<file path="src/rtl/datamemory_arb_pkg.sv">
// Shared types for the datamemory arbiter: FSM state encoding and port indices.
package datamemory_arb_pkg;

  typedef enum logic [1:0] {
    IDLE  = 2'd0,
    ISSUE = 2'd1,
    DATA  = 2'd2
  } state_t;

  localparam int unsigned PORT_CPU = 0;
  localparam int unsigned PORT_DMA = 1;

endpackage

</file>
<file path="src/rtl/rr_arbiter2.sv">
// Two-way one-hot grant with a last-grant pointer (round-robin on ties).
// DATAMEM_ARB_FIXED_PRIO_EN selects fixed priority (CPU port wins) with no pointer.
module rr_arbiter2
  import datamemory_arb_pkg::*;
(
  input  logic       clk,
  input  logic       rst,
  input  logic [1:0] req,
  input  logic       accept,
  output logic [1:0] grant
);

`ifdef DATAMEM_ARB_FIXED_PRIO_EN
  logic unused_fixed;
  assign unused_fixed = ^{clk, rst, accept};

  always_comb begin
    grant = '0;
    if (req[PORT_CPU])      grant[PORT_CPU] = 1'b1;
    else if (req[PORT_DMA]) grant[PORT_DMA] = 1'b1;
  end
`else
  // Set when the DMA port won the most recent accepted request.
  logic last_dma;

  always_comb begin
    grant = '0;
    if (req[PORT_CPU] && req[PORT_DMA]) begin
      if (last_dma) grant[PORT_CPU] = 1'b1;
      else          grant[PORT_DMA] = 1'b1;
    end else begin
      grant = req;
    end
  end

  always_ff @(posedge clk or posedge rst) begin
    if (rst)         last_dma <= 1'b1;
    else if (accept) last_dma <= grant[PORT_DMA];
  end
`endif

endmodule

</file>
<file path="src/rtl/datamemory_arbiter.sv">
// Two-port arbiter/sequencer owning the single-port datamemory control pins.
// DATAMEM_ARB_FIXED_PRIO_EN: fixed priority instead of round-robin arbitration.
module datamemory_arbiter
  import datamemory_arb_pkg::*;
#(
  parameter int unsigned DATA_WIDTH = 32,
  parameter int unsigned ADDR_WIDTH = 10
) (
  input  logic                  clk,
  input  logic                  rst,
  input  logic [1:0]            req_valid,
  output logic [1:0]            req_ready,
  input  logic [1:0]            req_we,
  input  logic [ADDR_WIDTH-1:0] req_addr0,
  input  logic [ADDR_WIDTH-1:0] req_addr1,
  input  logic [DATA_WIDTH-1:0] req_wdata0,
  input  logic [DATA_WIDTH-1:0] req_wdata1,
  output logic [1:0]            rsp_valid,
  output logic [DATA_WIDTH-1:0] rsp_rdata,
  output logic [ADDR_WIDTH-1:0] mem_address,
  output logic [DATA_WIDTH-1:0] mem_dataIn,
  output logic                  mem_we,
  input  logic [DATA_WIDTH-1:0] mem_dataOut
);

  state_t                state;
  logic [1:0]            grant;
  logic                  accept;
  logic                  cmd_port;
  logic                  cmd_we;
  logic [ADDR_WIDTH-1:0] cmd_addr;
  logic [DATA_WIDTH-1:0] cmd_wdata;

  rr_arbiter2 u_arb (
    .clk    (clk),
    .rst    (rst),
    .req    (req_valid),
    .accept (accept),
    .grant  (grant)
  );

  assign req_ready   = (state == IDLE) ? grant : '0;
  assign accept      = |(req_valid & req_ready);
  assign mem_address = cmd_addr;
  assign mem_dataIn  = cmd_wdata;
  // Decoded from state so an async reset drops the write strobe immediately.
  assign mem_we      = (state == ISSUE) && cmd_we;

  always_ff @(posedge clk or posedge rst) begin
    if (rst) begin
      state     <= IDLE;
      cmd_port  <= 1'b0;
      cmd_we    <= 1'b0;
      cmd_addr  <= '0;
      cmd_wdata <= '0;
      rsp_valid <= '0;
      rsp_rdata <= '0;
    end else begin
      rsp_valid <= '0;
      unique case (state)
        IDLE: begin
          if (accept) begin
            if (grant[PORT_DMA]) begin
              cmd_port  <= 1'b1;
              cmd_we    <= req_we[PORT_DMA];
              cmd_addr  <= req_addr1;
              cmd_wdata <= req_wdata1;
            end else begin
              cmd_port  <= 1'b0;
              cmd_we    <= req_we[PORT_CPU];
              cmd_addr  <= req_addr0;
              cmd_wdata <= req_wdata0;
            end
            state <= ISSUE;
          end
        end
        ISSUE: state <= DATA;
        DATA: begin
          if (!cmd_we) rsp_rdata <= mem_dataOut;
          rsp_valid[cmd_port] <= 1'b1;
          state <= IDLE;
        end
        default: state <= IDLE;
      endcase
    end
  end

endmodule

</file>
<file path="config.mk">
export PLATFORM = sky130hd
export DESIGN_NAME = datamemory_arbiter
export DESIGN_NICKNAME = d
export VERILOG_FILES = /design/src/rtl/datamemory_arb_pkg.sv /design/src/rtl/rr_arbiter2.sv /design/src/rtl/datamemory_arbiter.sv
export SDC_FILE = /design/constraint.sdc
export NUM_CORES = 1
export LEC_CHECK = 0
export ABC_AREA = 1
export BUFFER_PORTS_ARGS = -buffer_cell sky130_fd_sc_hd__clkbuf_2
export CORE_MARGIN = 5
export CORE_UTILIZATION = 25
export CTS_CLUSTER_SIZE = 8
export DETAILED_ROUTE_END_ITERATION = 7
export GPL_ROUTABILITY_DRIVEN = 0
export PLACE_DENSITY = 0.56
export SYNTH_ARGS = -nofsm -noshare
export SYNTH_HDL_FRONTEND = slang
export SYNTH_HIERARCHICAL = 1
export SYNTH_SLANG_ARGS = --single-unit
</file>
<file path="constraint.sdc">
create_clock -name clk -period 3.9 [get_ports clk]
set_clock_uncertainty 0.05 [all_clocks]
set_input_delay 0.78 -clock clk [delete_from_list [all_inputs] [get_ports clk]]
set_output_delay 0.78 -clock clk [all_outputs]
set_load 0.1 [all_outputs]
</file>
==> run_results.csv <==
group,metric,value,unit
status,status,"complete, no violations",
cts,cts.reportedPaths.clkPinSlew,0.06,ns
layout,antennaDiodeCount,0,
cts,clk_path_buf_depth,2,
synth,dominant_combinational_cell_family_by_area_after_synthesis,"simple AND/OR/NAND/NOR gates",
timing,slew_headroom,0.3220,
timing,fmax,0.3725,GHz
routing,wl_per_cell,12.63,um
die,top_level_ports,201,
timing,setup-violations-final,0,
timing,finalWorstPathRequiredPeriod,2.685,ns
die,floorplan.initialDensity,0.2536,
routing,drt-pass1-iter-count,6,
layout,finalNetCount,801,
routing,post-route-drc-count,0,
synth,syn_nets,615,
place,placed_cell_count,856,
grt,grt_first_pass_wirelength,17330,um
synth,synth_cell_type_count,21,
synth,synthesis.instances,493,
routing,vias_per_cell,4.102,
grt,pin_count_of_the_biggest_net_entering_global_routing,88,
timing,grt_setup_unrepaired,"false",
timing,final.period_utilization,0.6884,
synth,yosys.area.top_type,"sky130_fd_sc_hd__dfrtp_1",
worst_setup_path,type_of_destination_of_the_critical_path,"primary output",
timing,finalSetupTns,0,ns
routing,routed-via-count,3577,
routing,route.antenna.remaining_nets,0,
cts,tritoncts,"done",
synth,post_synthesis_compound_gate_area_fraction,0.09967,
layout,layout.area.seq,0.002028,sq mm
synth,yosys.area.top_type_share,0.5212,
synth,synthAdderAreaFrac,0,
cts,clock_sink_count,81,
layout,syn2layout_area_growth,36.61,%
routing,route.final.wire_length,11010,um
die,floorplan.die_area,0.01794,sq mm
grt,grt-ovfl-total,0,
layout,final_cell_area_excluding_filler_cells,0.005248,sq mm
synth,synth-seq-area-share,0.5280,
cts,cts_hold_buffers,0,
worst_setup_path,critical_path_class,"in -> out",
place,dp.final_hpwl,7910,um
worst_setup_path,timing.critical_path.from_type,"primary input",
cts,numCtsBuffers,9,
worst_setup_path,regToRegStartpoint,"u_arb/last_dma$_DFFE_PP1P_",
layout,finalNonFillerCells,872,
grt,grt_antenna_before_repair,0,
synth,synthesis.yosys.warnings,6,
synth,synth_simple_gate_area_frac,0.2502,
timing,final_max_slew_viol_count,0,
synth,ys_top_cells_by_area,"sky130_fd_sc_hd__dfrtp_1, sky130_fd_sc_hd__nand2_1, sky130_fd_sc_hd__o21ai_0",
die,placementRows,45,
min_path,holdCritPathClass,"in -> async",
worst_setup_path,worstReg2RegEnd,"mem_dataIn[17]$_DFFE_PP0P_",
grt,grt_util_all_layers,0.1209,
synth,post_synth_mux_area_share,0,
timing,final_hold_viol_count,0,
synth,number_of_flip_flops_and_latches_in_the_synthesized_netlist,81,
layout,post_route_cells_drive_above_1_share,0.3377,
die,die_height,134.0,um
worst_setup_path,r2r_slack,1.62,ns
layout,multiInputGateArea,0.001355,sq mm
layout,final.fill_count,1627,
timing,actual_transition_at_the_worst_max_transition_pin,1.017,ns
cts,clkLatencyLatePin,0.34,ns
die,design.core.area,0.01515,sq mm
flow_run,cap_violations,0,
worst_setup_path,worst_ep_required_time,3.07,ns
grt,first_global_vias,3422,
cts,root_buffer_cell,"sky130_fd_sc_hd__clkbuf_16",
worst_setup_path,crit_fanout,3,
cts,cts_setup_buffers,0,
synth,synth_xor_xnor_area_share,0,
synth,mappedNetlistArea,0.003841,sq mm
worst_setup_path,worst_ep_arrival_time,1.85,ns
cts,h-tree-depth,3,
synth,post_synth.cell_area_avg,7.791,sq um
cts,ctsResizeCount,0,
routing,detail_route.iter0.violations,156,
die,fp.dieW,134.0,um
worst_setup_path,reg2reg_depth,6,
place,buffer_ports.inserted,200,
place,placedInstanceArea,0.004959,sq mm
-- area by class of cell --
type,count,share of cell area
multi-input cells,301,0.2582
repair buffers,204,0.1965
well taps,188,0.04483
inverters,82,0.05889
flip-flops and latches,81,0.3865
clock buffers,10,0.04554
clock inverters,6,0.009537
-- cells by family (layout without fill, tap and decap cells) --
| family | count (synthesis) | after routing |
|---|---|---|
| compound gates | 76 | 76 |
| buf+inv | 111 | 302 |
| flops | 81 | 81 |
| simple gates | 225 | 225 |
-- cell usage in the layout, fill, tap and decap left out, drive strengths merged --
master / instances
nand3: 48
dfrtp: 80
nand2: 169
o21ai: 75
dfstp: 1
a21boi: 1
and2: 1
nor3b: 2
clkbuf: 210
nor2: 4
buf: 4
clkinv: 1
nor3: 1
inv: 83
clkinvlp: 4
-- registers in the layout (all words and copies together), names as in the netlist --
register	count
mem_address	10
u_arb/last_dma	1
mem_dataIn	32
cmd_port	1
state	2
rsp_valid	2
rsp_rdata	32
cmd_we	1
-- worst max-delay path, cell delays in order --
cell and delay [ns]:
sky130_fd_sc_hd__clkbuf_2 0.12, sky130_fd_sc_hd__a21boi_1 0.28, sky130_fd_sc_hd__nor3b_2 0.20, sky130_fd_sc_hd__clkbuf_2 0.47
-- Yosys cell counts, drive strengths merged --
| master | number |
|---|---|
| nor2 | 4 |
| nor3b | 2 |
| buf | 20 |
| nand3 | 48 |
| nand2 | 169 |
| nor3 | 1 |
| clkbuf | 9 |
| dfstp | 1 |
| a21boi | 1 |
| o21ai | 75 |
| and2 | 1 |
| dfrtp | 80 |
| inv | 82 |
-- metal layers --
| layer | global-route usage | wire (um) | vias up |
|---|---|---|---|
| li1 | - | - | 1882 |
| met5 | 0 | 0 | - |
| met3 | 0.03488 | 597 | 11 |
| met4 | 0.03714 | 138 | 0 |
| met2 | 0.1951 | 5397 | 91 |
| met1 | 0.1573 | 4881 | 1593 |
-- how the worst max path moves through the flow --
stage,startpoint,endpoint,slack (ns),cells past startpoint
6_report,req_valid[0],req_ready[0],1.22,4
5_1_grt,req_valid[0],req_ready[0],1.16,4
4_1_cts,req_valid[0],req_ready[0],1.21,4
3_5_place_dp,req_valid[0],mem_dataIn[17]$_DFFE_PP0P_,1.12,6
3_3_place_gp,req_valid[0],mem_dataIn[24]$_DFFE_PP0P_,1.19,6
2_1_floorplan,state[0]$_DFFE_PP0P_,mem_we,0.48,2
-- through the flow --
stage | util | hold WS, ns | setup WS, ns
3_5_place_dp | 0.3274 | 0.4052 | 1.120
3_3_place_gp | 0.3274 | 0.4023 | 1.185
4_1_cts | 0.3465 | 0.2726 | 1.206
5_1_grt | 0.3465 | 0.2902 | 1.157
2_1_floorplan | - | 0.3732 | 0.4821
6_report | 0.3465 | 0.2807 | 1.215
Power is not shown: default switching activity piles up to over one toggle a cycle in this logic, so the estimate is an artifact.
